<file path="src/rtl/iram_boot.sv">
// iram_boot: boot-loadable instruction RAM.
// After reset the memory is zeroed one word per cycle (CLEAR). The RUN state then
// serves registered instruction fetches. An LD_START pulse enters LOAD, which
// assembles a little-endian byte stream into words written from index 0.
// Optional feature macro: IRAM_BOOT_CSUM_EN adds a modulo-256 byte checksum on CSUM.
`timescale 1ns/1ps

module iram_boot #(
    parameter int IW = 16,
    parameter int AW = 8
) (
    input  logic                         CLK,
    input  logic                         RESET_N,
    input  logic [AW-1:0]                ADDR,
    output logic [IW-1:0]                Q,
    output logic                         MISALIGN,
    output logic                         BUSY,
    input  logic                         LD_START,
    input  logic                         LD_VALID,
    input  logic [7:0]                   LD_DATA,
    input  logic                         LD_LAST,
    output logic                         LD_READY,
    output logic                         LOAD_ERR,
    output logic [AW-$clog2(IW/8):0]     WORDS,
    output logic [7:0]                   CSUM
);

    localparam int NB    = IW / 8;         // bytes per instruction word
    localparam int BW    = $clog2(NB);     // byte-offset bits within a word
    localparam int WI    = AW - BW;        // word index width
    localparam int DEPTH = 2 ** WI;

    localparam logic [WI-1:0] IDX_ONE   = WI'(1);
    localparam logic [WI:0]   WORDS_ONE = (WI + 1)'(1);
    localparam logic [BW-1:0] BYTE_ONE  = BW'(1);

    typedef enum logic [1:0] {
        ST_CLEAR,
        ST_RUN,
        ST_LOAD
    } state_t;

    state_t          r_state;
    state_t          w_next;
    logic [WI-1:0]   r_clr_idx;
    logic [WI:0]     r_words;     // doubles as the write pointer; bit WI set means full
    logic            r_err;
    logic [BW-1:0]   r_bcnt;      // bytes already held in r_asm
    logic [IW-1:0]   r_asm;       // partially assembled word, upper bytes kept zero
    logic [IW-1:0]   r_q;
    logic            r_mis;
    logic [IW-1:0]   r_mem [DEPTH];

    logic            w_accept;
    logic            w_word_done;
    logic [IW-1:0]   w_word;
    logic            w_we;
    logic [WI-1:0]   w_waddr;
    logic [IW-1:0]   w_wdata;

    // State register.
    // NOTE: sequential state uses non-blocking assignments so every flop samples pre-edge values.
    always_ff @(posedge CLK or negedge RESET_N) begin
        if (!RESET_N) r_state <= ST_CLEAR;
        else          r_state <= w_next;
    end

    // Next-state decode plus BUSY / LD_READY, which depend on state alone.
    // NOTE: every output of this block gets a default first, so no path can infer a latch.
    always_comb begin
        w_next   = r_state;
        BUSY     = 1'b1;
        LD_READY = 1'b0;
        case (r_state)
            ST_CLEAR: if (r_clr_idx == {WI{1'b1}}) w_next = ST_RUN;
            ST_RUN: begin
                BUSY = 1'b0;
                if (LD_START) w_next = ST_LOAD;
            end
            ST_LOAD: begin
                LD_READY = 1'b1;
                if (LD_VALID && LD_LAST) w_next = ST_RUN;
            end
            default: w_next = ST_CLEAR;
        endcase
    end

    // Byte acceptance, word assembly and the single memory write port.
    always_comb begin
        w_accept    = (r_state == ST_LOAD) && LD_VALID;
        w_word      = r_asm | (IW'(LD_DATA) << {r_bcnt, 3'b000});
        w_word_done = w_accept && (LD_LAST || (r_bcnt == {BW{1'b1}}));
        w_we        = 1'b0;
        w_waddr     = r_clr_idx;
        w_wdata     = '0;
        if (r_state == ST_CLEAR) begin
            w_we = 1'b1;
        end else if (w_word_done && !r_words[WI]) begin
            w_we    = 1'b1;
            w_waddr = r_words[WI-1:0];
            w_wdata = w_word;
        end
    end

    // Clear index walks 0..DEPTH-1 and wraps back to 0 as CLEAR ends.
    always_ff @(posedge CLK or negedge RESET_N) begin
        if (!RESET_N)                  r_clr_idx <= '0;
        else if (r_state == ST_CLEAR)  r_clr_idx <= r_clr_idx + IDX_ONE;
    end

    // Loader bookkeeping: pointer/word count, overflow flag, byte assembly.
    always_ff @(posedge CLK or negedge RESET_N) begin
        if (!RESET_N) begin
            r_words <= '0;
            r_err   <= 1'b0;
            r_bcnt  <= '0;
            r_asm   <= '0;
        end else if (r_state == ST_RUN && LD_START) begin
            r_words <= '0;
            r_err   <= 1'b0;
            r_bcnt  <= '0;
            r_asm   <= '0;
        end else if (w_accept) begin
            if (w_word_done) begin
                r_bcnt <= '0;
                r_asm  <= '0;
                if (!r_words[WI]) r_words <= r_words + WORDS_ONE;
                else              r_err   <= 1'b1;
            end else begin
                r_bcnt <= r_bcnt + BYTE_ONE;
                r_asm  <= w_word;
            end
        end
    end

`ifdef IRAM_BOOT_CSUM_EN
    logic [7:0] r_csum;

    // Running byte sum of the current load, overflow bytes included.
    always_ff @(posedge CLK or negedge RESET_N) begin
        if (!RESET_N)                          r_csum <= '0;
        else if (r_state == ST_RUN && LD_START) r_csum <= '0;
        else if (w_accept)                     r_csum <= r_csum + LD_DATA;
    end

    assign CSUM = r_csum;
`else
    assign CSUM = '0;
`endif

    // Registered fetch; NOP (zero) whenever the memory is not in RUN.
    always_ff @(posedge CLK or negedge RESET_N) begin
        if (!RESET_N) begin
            r_q   <= '0;
            r_mis <= 1'b0;
        end else if (r_state == ST_RUN) begin
            r_q   <= r_mem[ADDR[AW-1:BW]];
            r_mis <= |ADDR[BW-1:0];
        end else begin
            r_q   <= '0;
            r_mis <= 1'b0;
        end
    end

    // Memory array write port.
    // NOTE: the array has no reset; CLEAR zeroes it word by word after reset instead.
    always_ff @(posedge CLK) begin
        if (w_we) r_mem[w_waddr] <= w_wdata;
    end

    assign Q        = r_q;
    assign MISALIGN = r_mis;
    assign LOAD_ERR = r_err;
    assign WORDS    = r_words;

endmodule

</file>
<file path="config.mk">
export PLATFORM = sky130hd
export DESIGN_NAME = iram_boot
export DESIGN_NICKNAME = d
export VERILOG_FILES = /design/src/rtl/iram_boot.sv
export SDC_FILE = /design/constraint.sdc
export NUM_CORES = 2
export LEC_CHECK = 0
export CAP_MARGIN = 5
export CORE_UTILIZATION = 50
export CTS_CLUSTER_DIAMETER = 30
export DETAILED_ROUTE_END_ITERATION = 7
export PLACE_DENSITY_LB_ADDON = 0.12
export SYNTH_ARGS = -nofsm -noshare
export SYNTH_HDL_FRONTEND = slang
export SYNTH_SLANG_ARGS = --single-unit
</file>
<file path="constraint.sdc">
create_clock -name CLK -period 7.3 [get_ports CLK]
set_input_delay 1.46 -clock CLK [delete_from_list [all_inputs] [get_ports CLK]]
set_output_delay 1.46 -clock CLK [all_outputs]
set_load 0.01 [all_outputs]
</file>
### Word level (Yosys, flattened, before mapping)

Memories as Yosys holds them, arrays and structs flattened.
Index checks and enable logic that the tools add are counted.

| word-level totals | value |
|---|---|
| bits in registers | 52 |
| RAM bits | 2048 |
| input bits | 21 |
| output and inout bits | 36 |
| word-level logic and storage cells | 67 |
| memories kept | 1 |

Memories:

| memory | words | bits a word | rd ports | clocked after memory_dff | wr ports | line | RTL |
|---|---|---|---|---|---|---|---|
| r_mem | 128 | 16 | 1 | 0 | 1 | 52 | `logic [IW-1:0] r_mem [DEPTH];` |

| cells by class | value |
|---|---|
| add/sub/neg operators | 3 |
| equality and inequality tests | 7 |
| shift-type cells | 1 |
| mux-type cells | 30 |
| bitwise operators | 1 |
| reductions and logical operators | 15 |

Operator list:

| operator | number |
|---|---|
| $mux W16 | 6 |
| $mux W8 | 4 |
| $or A16 B16 Y16 | 1 |
| $shl A8 B4 Y16 | 1 |
| $mux W1 | 14 |
| $mux W7 | 2 |
| $reduce_and A3 Y1 | 3 |
| $add A8 B1 Y8 const B | 1 |
| $add A7 B1 Y7 const B | 1 |
| $eq A7 B7 Y1 const B | 1 |
| $mux W2 | 3 |
| $ne A2 B2 Y1 const B | 3 |
| $pmux W2 S3 | 1 |
| $reduce_bool A2 Y1 | 3 |
| $logic_and A1 B1 Y1 | 5 |
| $eq A2 B1 Y1 const B | 1 |
| $eq A2 B2 Y1 const B | 1 |
| $logic_not A2 Y1 | 1 |
| $ne A2 B1 Y1 const B | 1 |
| $reduce_and A2 Y1 | 1 |
| $add A1 B1 Y1 const B | 1 |
| $logic_not A1 Y1 | 1 |
| $logic_or A1 B1 Y1 | 1 |

### Logic depth before layout (Yosys ltp)

| logic depth | value |
|---|---|
| depth after elaboration | 8 |
| gate-level depth with buffers | 10 |
| mapped depth without buffers | 5 |

### Worst setup path before layout

OpenSTA, ideal clock, no wires.

| timing path | value |
|---|---|
| path kind | input -> register |
| from | input port LD_VALID |
| to | memory r_mem[0][10], data pin |
| setup time | 0.796 ns |
| data arrival time | 5.490 ns |
| data required time | 6.504 ns |
| setup slack | 1.014 ns |
| stages on the path | 7 |
| buffers on the path | 4 |
| cell sequence | nand3b_4 or3_1 buf_2 buf_6 buf_6 clkbuf_1 nor2_1 |

| on the way | value |
|---|---|
| word-level cells in the longest chain between the ends | 5 |

RTL lines:

| item | line | RTL |
|---|---|---|
| start, declared | 19 | `input logic LD_VALID,` |
| $logic_and A1 B1 Y1 | 90 | `w_accept = (r_state == ST_LOAD) && LD_VALID;` |
| $logic_and A1 B1 Y1 | 92 | `w_word_done = w_accept && (LD_LAST \|\| (r_bcnt == {BW{1'b1}}));` |
| $logic_and A1 B1 Y1 | 98 | `end else if (w_word_done && !r_words[WI]) begin` |
| $mux W16 | 98 |  |
| $mux W16 | 96 | `if (r_state == ST_CLEAR) begin` |
| named net w_wdata[10] | 59 | `logic [IW-1:0] w_wdata;` |
| end, declared | 52 |  |

The timed path passes the listed nets, and every way through them passes these cells.

### Final worst setup path

| timing path | value |
|---|---|
| from | input port ADDR[5] |
| to | register r_q[1] (netlist: Q[1]) |

| on the way | value |
|---|---|
| word-level cells in the longest chain between the ends | 2 |

RTL lines:

| item | line | RTL |
|---|---|---|
| start, declared | 14 | `input logic [AW-1:0] ADDR,` |
| $mem_v2 Z128 W16 | - |  |
| $mux W16 | 156 | `end else if (r_state == ST_RUN) begin` |
| end signal, assigned | 157 | `r_q <= r_mem[ADDR[AW-1:BW]];` |
| end, declared | 50 | `logic [IW-1:0] r_q;` |

No other way between the ends.
A chain may end at the register's enable or synchronous reset.

==> run_results.csv <==
group,metric,value,unit
sta,clock_skew,0.0914,ns
cts,cts_root_buf,"clkbuf_16",
power_and_ir_drop,p_comb_frac,0.064,
final_layout,syn_to_final_growth,23.6,%
power_and_ir_drop,vdd_drop_max,0.281,mV
final_layout,finalCoreUtilization,0.624,
floorplan,core_area,161000,um2
placed_design,port_buffers,48,
route,drt_iter0_drc,4975,
synth,synth_cell_types,53,
setup_path,crit_required,8.00,ns
floorplan,rows,147,
global_route,antenna_found_initial,4,
global_route,overflow,0,
cts,cts_tree,"yes",
global_route,grt_pass1_wl,315000,um
cts,cts_buffer_depth,4,
floorplan,start_util,0.505,
run_status,status,"complete, but fails checks",
floorplan,num_io_pins,57,
placed_design,placed_cell_area,85600,um2
synth,synth_top_cell_area_share,0.756,
setup_path,cp_max_fo,47,
final_layout,fill_cells,11200,
synth,ys_seq_area_frac,0.772,
power_and_ir_drop,p_int,27.9,mW
route,drt_pass1_iterations,8,
worst_hold_path,hp-class,"register to register",
setup_path,crit_type,"primary input to register",
sta,min_period,4.67,ns
route,wire_per_inst,31.2,um
cts,insertion_delay,0.97,ns
final_layout,stdcell_area,101000,um2
cts,numCtsBuffers,443,
placed_design,gp_congestion,0.841,
route,antenna_left,0,
floorplan,fp.dieW,405,um
global_route,grt_pass1_vias,43300,
synth,synthTopCellsByArea,"edfxtp_1 (76%), mux4_2 (11%), mux2i_1 (2.8%)",
route,drt-total-wl,219000,um
global_route,grt_use_total,0.271,
global_route,grt_max_degree,129,
run_status,violations,"capacitance limit, slew limit",
power_and_ir_drop,p_seq_frac,0.386,
cts,post_cts_buffers,0,
synth,synthFlopType,"edfxtp_1",
synth,synthCells,4054,
floorplan,dieHeight,405,um
setup_path,crit_chain,"clkdlybuf4s50_1 > and3b_2 > nand3_1 > nand4_1 > nor4_1 > a41oi_1",
setup_path,path_buf_inv,1,
setup_path,worst_ep_arrival_time,5.37,ns
sta,report.final.slew_viol_count,3,
synth,syn_avg_cell_area,20.1,um2
power_and_ir_drop,p_per_area,359,nW/um2
route,vias,42700,
cts,cts_resized,0,
synth,async_flop_share,0.0248,
synth,synth-seq-cells,2100,
setup_path,endpoint_kind,"register",
cts,htree_num_levels,5,
sta,tightest_slew,1.58,ns
route,route.detailed.drc,0,
sta,fmax,214,MHz
power_and_ir_drop,p_leak,35.3,nW
sta,relSlewSlack,-0.0614,
synth,synth_top_area_cell,"edfxtp_1",
sta,min_period_over_period,0.640,
power_and_ir_drop,power_frac_clock,0.551,
sta,holdWs,0.494,ns
sta,finalSetupTns,0,ns
power_and_ir_drop,switching_power,8.18,mW
cts,clk_pin_slew_worst_paths,0.04,ns
setup_path,cp_slowest_cell,"nor4_1",
synth,ys_warn_count,0,
power_and_ir_drop,switching_share,0.227,
placed_design,dp_hpwl,130000,um
final_layout,fin_nets,4530,
route,routed_via_density,6.09,
synth,synth_edf_count,2048,
sta,setup_viol,0,
cts,cts.sinks,2100,
flow_run,max_cap_viol_count,1,
setup_path,cpPeakStageDelay,1.36,ns
setup_path,critPathLaunchType,"primary input",
floorplan,fp.dieArea,164000,um2
final_layout,drive_gt1_frac,0.299,
synth,syn_area,81400,um2
sta,hold_violations,0,
sta,rsz0062_at_grt,"false",
cts,ctsHoldBuffers,0,
setup_path,path_delay_family,"simple AND/OR/NAND/NOR gates",
==> area by class of cell <==
cell class	count	area (um2)	share of cell area
flip-flops and latches	2100	62800	0.625
multi-input cells	1685	17600	0.175
clock buffers	497	11500	0.114
clock inverters	302	3450	0.0343
well taps	2160	2700	0.0269
repair buffers	270	2450	0.0244
inverters	7	26.3	0.000261
diodes	2	5.00	0.0000498
==> worst paths after layout <==
check | from | slack, ns | endpoint | depth (start not counted)
worst max-delay path | ADDR[5] | 2.63 | Q[1]$_DFF_PN0_ | 6
worst min-delay path | r_asm[15]$_DFFE_PN0P_ | 0.49 | r_asm[15]$_DFFE_PN0P_ | 2
worst max register to register | r_bcnt$_DFFE_PN0P_ | 3.32 | r_mem[51][15]$_DFFE_PP_ | 6
worst min register to register | r_asm[15]$_DFFE_PN0P_ | 0.49 | r_asm[15]$_DFFE_PN0P_ | 2
max in group asynchronous | RESET_N | 6.00 | Q[8]$_DFF_PN0_ | 2
min in group asynchronous | RESET_N | 0.69 | r_asm[3]$_DFFE_PN0P_ | 2
==> cell usage in the layout, fill, tap and decap left out, types with 19 or more instances in the layout <==
master              n
a21oi_1            53
a22oi_1            77
a31oi_1            19
buf_12             24
buf_4             199
bufinv_16          63
clkbuf_1           41
clkbuf_16         451
clkdlybuf4s50_1    44
clkinv_1           49
clkinv_2           68
clkinv_4           37
clkinvlp_4         57
dfrtp_1            52
edfxtp_1         2048
inv_6              22
mux2_2             35
mux2i_1           227
mux4_2            403
nand2_1            32
nand3_1           335
nand4_1            87
nor2_1            175
nor3_1             20
==> Yosys cell counts, types with 52 or more instances <==
cell and n:
a21oi_1 53, a22oi_1 77, buf_2 100, clkbuf_1 119, dfrtp_1 52, edfxtp_1 2048
mux2i_1 228, mux4_2 403, nand3_1 335, nand4_1 87, nor2_1 201
==> flip-flops by register name, indices dropped and copies added, names as in the netlist <==
signal     count
r_bcnt         1
Q             16
r_asm         16
r_clr_idx      7
r_mem       2048
LOAD_ERR       1
MISALIGN       1
WORDS          8
r_state        2
==> cells by family after synthesis <==
group,Yosys count,share of synthesized area
flops,2100,0.772
simple gates,791,0.0485
mux,668,0.145
buf+inv,276,0.0159
compound gates,206,0.0173
xor+xnor,10,0.00108
fa+ha+maj,2,0.000307
other cells,1,0.0000461
==> worst register-to-register path: stages (launching register included) <==
cell and delay (ns):
dfrtp_1 0.52, nor2_1 0.36, or3_2 0.48, buf_4 0.57, a31oi_1 0.29, or2_2 0.56
nor2_2 0.83
==> routing by layer <==
layer / GRT usage / up-vias / part of all wire
li1: - / 17800 / -
met2: 0.431 / 1834 / 0.49
met5: 0 / - / 0.00018
met1: 0.376 / 22600 / 0.41
met3: 0.0511 / 435 / 0.068
met4: 0.0967 / 6 / 0.032
==> power groups by stage <==
stage,Clock [mW],Combinational (mW),Sequential (mW)
finish,19.9,2.30,13.9
global route,20.7,2.41,13.9
CTS,20.1,2.31,13.9
detailed placement,0,2.30,14.1
global placement,0,2.29,14.1
floorplan,0,1.29,14.1
==> stage by stage <==
step	power [mW]	setup WS (ns)	std cells
final	36.1	2.63	7023
after global routing	37.0	2.67	7021
after CTS	36.3	2.83	7021
after detailed placement	16.4	1.83	6222
after global placement	16.4	1.77	6222
after floorplan	15.4	1.01	4061
(Power assumes the default switching activity.)
